`src/rtl/counting_circuit.sv`:
```
// counting_circuit: counts synchronized rising edges of Ring_in over GATE_CYCLES-long clk windows.
// Optional feature macro COUNTING_CIRCUIT_SATURATE_EN: saturate the edge count at 8'hFF instead of wrapping.
module counting_circuit #(
    parameter int GATE_CYCLES = 64,
    parameter int SYNC_STAGES = 2
) (
    input  logic       clk,
    input  logic       rst_n,
    input  logic       Ring_in,
    output logic [7:0] value_out,
    output logic       value_valid
);

    localparam int                GATE_W    = (GATE_CYCLES > 2) ? $clog2(GATE_CYCLES) : 1;
    localparam logic [GATE_W-1:0] GATE_LAST = GATE_W'(GATE_CYCLES - 1);

    logic [SYNC_STAGES-1:0] r_sync;
    logic                   r_prev;
    logic [GATE_W-1:0]      r_gate_cnt;
    logic [7:0]             r_edge_cnt;
    logic [7:0]             r_value;
    logic                   r_valid;
    logic                   w_edge;
    logic [7:0]             w_next_cnt;

    assign w_edge = r_sync[SYNC_STAGES-1] & ~r_prev;

    // The same next-count feeds both the running counter and the published value,
    // so an edge landing in the closing cycle is folded into the closing window.
`ifdef COUNTING_CIRCUIT_SATURATE_EN
    assign w_next_cnt = (r_edge_cnt == 8'hFF) ? 8'hFF : (r_edge_cnt + {7'd0, w_edge});
`else
    assign w_next_cnt = r_edge_cnt + {7'd0, w_edge};
`endif

    always_ff @(posedge clk or negedge rst_n) begin
        if (!rst_n) begin
            r_sync     <= '0;
            r_prev     <= 1'b0;
            r_gate_cnt <= '0;
            r_edge_cnt <= 8'h00;
            r_value    <= 8'h00;
            r_valid    <= 1'b0;
        end else begin
            r_sync <= {r_sync[SYNC_STAGES-2:0], Ring_in};
            r_prev <= r_sync[SYNC_STAGES-1];
            if (r_gate_cnt == GATE_LAST) begin
                r_gate_cnt <= '0;
                r_value    <= w_next_cnt;
                r_edge_cnt <= 8'h00;
                r_valid    <= 1'b1;
            end else begin
                r_gate_cnt <= r_gate_cnt + GATE_W'(1);
                r_edge_cnt <= w_next_cnt;
                r_valid    <= 1'b0;
            end
        end
    end

    assign value_out   = r_value;
    assign value_valid = r_valid;

endmodule

```
`config.mk`:
```
export PLATFORM = sky130hd
export DESIGN_NAME = counting_circuit
export DESIGN_NICKNAME = d
export VERILOG_FILES = /design/src/rtl/counting_circuit.sv
export SDC_FILE = /design/constraint.sdc
export NUM_CORES = 1
export LEC_CHECK = 0
export ABC_AREA = 0
export ABC_CLOCK_PERIOD_IN_PS = 2150
export BUFFER_PORTS_ARGS = -buffer_cell sky130_fd_sc_hd__buf_4
export CAP_MARGIN = 20
export CORE_UTILIZATION = 35
export CTS_BUF_LIST = sky130_fd_sc_hd__clkbuf_4 sky130_fd_sc_hd__clkbuf_8
export DETAILED_ROUTE_END_ITERATION = 6
export HOLD_SLACK_MARGIN = 0.08
export PLACE_DENSITY = 0.57
export REMOVE_ABC_BUFFERS = 1
export SLEW_MARGIN = 20
export SYNTH_ARGS = -nofsm -noshare
export SYNTH_HDL_FRONTEND = slang
export SYNTH_SLANG_ARGS = --single-unit
export TNS_END_PERCENT = 100
```
`constraint.sdc`:
```
create_clock -name clk -period 2.15 [get_ports clk]
set_input_delay 0.645 -clock clk [delete_from_list [all_inputs] [get_ports clk]]
set_output_delay 0.645 -clock clk [all_outputs]
set_load 0.01 [all_outputs]
```
Word level (Yosys, flattened, before mapping)
Index checks and enable logic that the tools add are counted.
{"block": "word_totals", "input_bits": 3, "out_inout_bits": 9, "wordCells": 14, "ff_bits": 26}
{"block": "op_classes", "n_mux": 3, "n_addsub": 2, "n_eq_ne": 1, "bitwise_logic": 2}
{"op": "8-bit by 1-bit adder with 8-bit output", "count": 1}
{"op": "8-bit 2-to-1 mux", "count": 1}
{"op": "6-bit by 1-bit adder with 6-bit output (second input constant)", "count": 1}
{"op": "6-bit == test (second input constant)", "count": 1}
{"op": "6-bit 2-to-1 mux", "count": 1}
{"op": "1-bit AND", "count": 1}
{"op": "1-bit 2-to-1 mux", "count": 1}
{"op": "1-bit inverter", "count": 1}

Depth between registers and ports, before layout
{"block": "logic_depth", "word_depth": 4, "depth_mapped": 7, "ltp_nobuf": 6}

Worst setup path before layout
No wires, ideal clock.
{"block": "synth_timing", "path_type": "reg-to-reg", "startpoint": "register r_gate_cnt[0]", "endpoint": "register r_value[0] (netlist: value_out[0])", "t_arrival_ns": 1.473, "period_less_slack_ns": 1.599, "path_slack_ns": 0.551, "setup_time_ns": 0.125, "path_stages_with_launch": 7, "path_cell_list": "dfrtp_1 ha_1 and2_1 clkbuf_2 and2_4 buf_6 mux2_4"}
{"block": "synth_via", "elab_chain_cells": 1}
{"item": "start, declared", "line_no": "19", "rtl": "logic [GATE_W-1:0] r_gate_cnt;"}
{"item": "start signal, assigned", "line_no": "53", "rtl": "r_gate_cnt <= r_gate_cnt + GATE_W'(1);"}
{"item": "6-bit == test", "line_no": "47", "rtl": "if (r_gate_cnt == GATE_LAST) begin"}
{"item": "end signal, assigned", "line_no": "49", "rtl": "r_value <= w_next_cnt;"}
{"item": "end, declared", "line_no": "21", "rtl": "logic [7:0] r_value;"}
No other way between the ends.
A chain may end at the register's enable or synchronous reset.

Worst setup path in the final report
{"block": "layout_timing", "startpoint": "register r_gate_cnt[0]", "endpoint": "register r_value[1] (netlist: value_out[1])"}
The elaborated chain is that of the path after synthesis.

==> metrics.md <==
| Metric | Value |
|---|---|
| Via count of the first global-routing pass | `~660` |
| Max stage delay on crit path | `~430 ps` |
| Synthesized instance count | `between 80 and 90` |
| CTS sink count | `26` |
| Rows | `19` |
| Ratio of cells with drive above 1 in the final layout | `0.177` |
| Quantity of gates resized following cts | `0` |
| Area overhead of the layout relative to synthesis | `10.1%` |
| Busiest grt layer | `met2` |
| Type of the tightest min-delay check | `input pin to asynchronous set/reset pin` |
| Switching fraction of total power | `0.271` |
| Weighted congestion at the end of routability-driven global placement | `approximately 0.73` |
| Met3 track demand over resource in global routing | `0.0484` |
| Total CTS buffers | `3` |
| Crit path time final | `around 1700 ps` |
| Leakage power figure | `between 0.5 and 0.6 nW` |
| Global-route congestion overflow total | `0` |
| HPWL Detailed | `1120 µm` |
| Vias per std cell | `between 5 and 6` |
| Summed instance area of the synthesized netlist | `~0.0010 mm²` |
| Pin count of the biggest net entering global routing | `27` |
| Post-synthesis area per instance | `around 12 µm²` |
| Arrival time of data at the critical path endpoint | `1910 ps` |
| Share of total power in combinational logic | `0.129` |
| Number of top-level design ports | `12` |
| Final Setup Violations | `0` |
| Die outline width | `between 50 and 60 µm` |
| Total of hold buffers inserted after clock tree synthesis | `0` |
| Initial core utilization | `0.376` |
| Leading area contributor after synthesis | `dfrtp_1` |
| Final non-filler cell area | `about 0.0011 mm²` |
| FFs w/ async S/R, synth | `1.00` |
| Run status | `completed` |
| Detailed-route wire length per cell | `about 13 µm` |
| Final hold violation count | `0` |
| Count of antenna diodes in the layout | `0` |
| Cell variety after synth | `19` |
| RSZ-0062 raised after global routing | `false` |
| DR vias | `about 660` |
| Number of max-cap violations | `0` |
| Maximum VDD drop | `~0.47 mV` |
| Clock power frac | `0.221` |
| First-pass iteration count of the detailed router | `4` |
| Area share of the largest cell type after synthesis | `0.623` |
| Wire length of the first global-routing pass | `approximately 2900 µm` |
| Part of the cycle the worst path needs | `0.791` |
| Die height | `~57 µm` |
| Non-filler instance count after layout | `between 100 and 150` |
| Number of DRC violations after detailed-routing iteration 0 | `17` |
| Remaining routing DRC violations | `0` |
| Warning count from the yosys run | `0` |
| Overall fraction of global-route tracks in use | `0.120` |
| Total placed instance area | `0.00113 mm²` |
| Flops & latches, synth | `26` |
| Clock transition at path regs | `between 100 and 150 ps` |
| Global Route met1 Usage | `0.159` |
| Leading post-synthesis cells by cell area | `dfrtp_1, a21oi_1, ha_1, nand3_1, xor2_1` |
| EDFF count, synth | `0` |
| Launch point of the critical path | `r_gate_cnt[0]` |
| Initial antenna violation count | `0` |
| Portion of total power attributed to sequential cells | `0.650` |
| Pint | `about 0.00066 W` |
| Core area | `between 0.002 and 0.003 mm²` |
| Endpoint kind of the worst setup timing path | `register` |
| Max Fclk | `about 600 MHz` |
| Buffer depth of the longest clock path | `2` |
| Predominant post-synthesis flop cell | `dfrtp_1` |
| Total count of max-transition violations in the final report | `0` |
| Part of the Yosys area used for sequential elements | `0.623` |
| Pwr per Cell Area | `785 mW/mm²` |
| Area of the die | `~0.0032 mm²` |
| Total length of routed wires | `around 1600 µm` |
| Worst Path Class, Setup | `register to register` |
| Later-pin clock latency in the skew report | `approximately 320 ps` |
| Residual antenna-violating net count after detailed routing | `0` |
| Max H-tree Level | `1` |
| Number of cells after detailed placement | `124` |
| Worst slew margin relative to its limit | `0.791` |
| TritonCTS clock tree | `done` |
| Series of cell instances along the critical path | `ha_1 -> and2_1 -> and2_4 -> mux2_4` |
| Buffers added on ports | `11` |
| Number of nets in the final layout | `about 100` |
| Data required time of the critical path | `~2400 ps` |
| Clock Skew | `8.94 ps` |
| Slew @ Worst Pin | `around 310 ps` |
| TNS Setup | `0 ps` |
| CTS Root Buffer Type | `clkbuf_4` |
| Beginning of the worst register-to-register path | `r_gate_cnt[0]` |
| Maximum net fanout on the critical path | `19` |
| Setup Fix Bufs, Post-CTS | `0` |
| Met2 usage | `0.182` |
| Slowest CP cell | `dfrtp_1` |
| Startpoint class of the critical path | `register` |
| Net Switching | `0.000244 W` |
==> final timing paths <==
path	to	slack (ps)	depth (start not counted)
hold reg to reg	r_sync[1]	360	0
max in group asynchronous	r_edge_cnt[3]	1710	1
min in group clk	r_sync[1]	360	0
setup / recovery	value_out[1]	450	4
setup reg to reg	value_out[1]	450	4
hold / removal	r_gate_cnt[4]	200	1
==> cell families (layout without fill, tap and decap cells) <==
| family | Yosys count | in the layout | share of synthesized area |
|---|---|---|---|
| compound gates | 21 | 21 | 0.104 |
| xor+xnor | 6 | 6 | 0.0503 |
| fa+ha+maj | 3 | 3 | 0.0359 |
| buf+inv | 4 | 14 | 0.0371 |
| flops | 26 | 26 | 0.623 |
| mux | 2 | 2 | 0.0287 |
| simple gates | 24 | 24 | 0.121 |
==> final cells by class <==
class                      count  area (µm²)
sequential                    26         651
timing repair buffer          11        82.6
fill                         276        1630
tap                           31        38.8
clock buffer                   3        22.5
multi-input combinational     56         355
==> power groups by stage <==
stage	registers (W)	clock network [W]	logic (W)
after floorplan	0.000587	0	0.0000840
after global placement	0.000594	0	0.000113
after detailed placement	0.000594	0	0.000118
after CTS	0.000585	0.000212	0.000118
after global routing	0.000594	0.000229	0.000139
final	0.000587	0.000199	0.000117
==> flip-flops by register name, indices dropped and copies added, names as in the netlist <==
name         cells
r_edge_cnt       8
r_gate_cnt       6
r_prev           1
r_sync           2
value_out        8
value_valid      1
==> per-stage QoR <==
stage | power, W | setup WS (ps) | hold WS (ps) | utilization
detailed placement | 0.000712 | 462 | 335 | 0.405
CTS | 0.000915 | 429 | 203 | 0.413
floorplan | 0.000671 | 635 | 331 | -
finish | 0.000903 | 449 | 201 | 0.413
global placement | 0.000707 | 533 | 334 | 0.405
global route | 0.000962 | 346 | 202 | 0.413
==> critical path, delay by kind of cell (launching register included) <==
| kind | cells | cell delay [ps] |
|---|---|---|
| and+or+nand+nor | 2 | 610 |
| DFF | 1 | 430 |
| muxes | 1 | 320 |
| adders and majority gates | 1 | 240 |
==> metal layers <==
metal	up-vias	wire [µm]	share of wire
met3	2	110	0.069
met2	22	757	0.47
li1	320	-	-
met1	319	717	0.45
met4	0	16	0.010
met5	-	0	0
==> layout by cell type, fill, tap and decap left out <==
master    instances
a21oi_1          13
a31oi_1           3
and2_1            1
and2_4            1
and3_1            1
buf_4            11
clkbuf_4          3
dfrtp_1          26
ha_1              3
mux2_4            2
nand2_1           2
nand3_1           7
nand4_1           1
nor2_1            5
nor2b_1           3
o21ai_0           5
or3_1             3
xnor2_1           2
xor2_1            4
==> synthesized netlist by cell type (all sizes together), types with 2 or more instances <==
master,number
a21oi,13
and2,2
ha,3
xor2,4
dfrtp,26
nand2,2
a31oi,3
nand3,7
nor2b,3
xnor2,2
buf,3
or3,3
mux2,2
nor2,5
o21ai,5
Power figures use the tool's default switching activity.
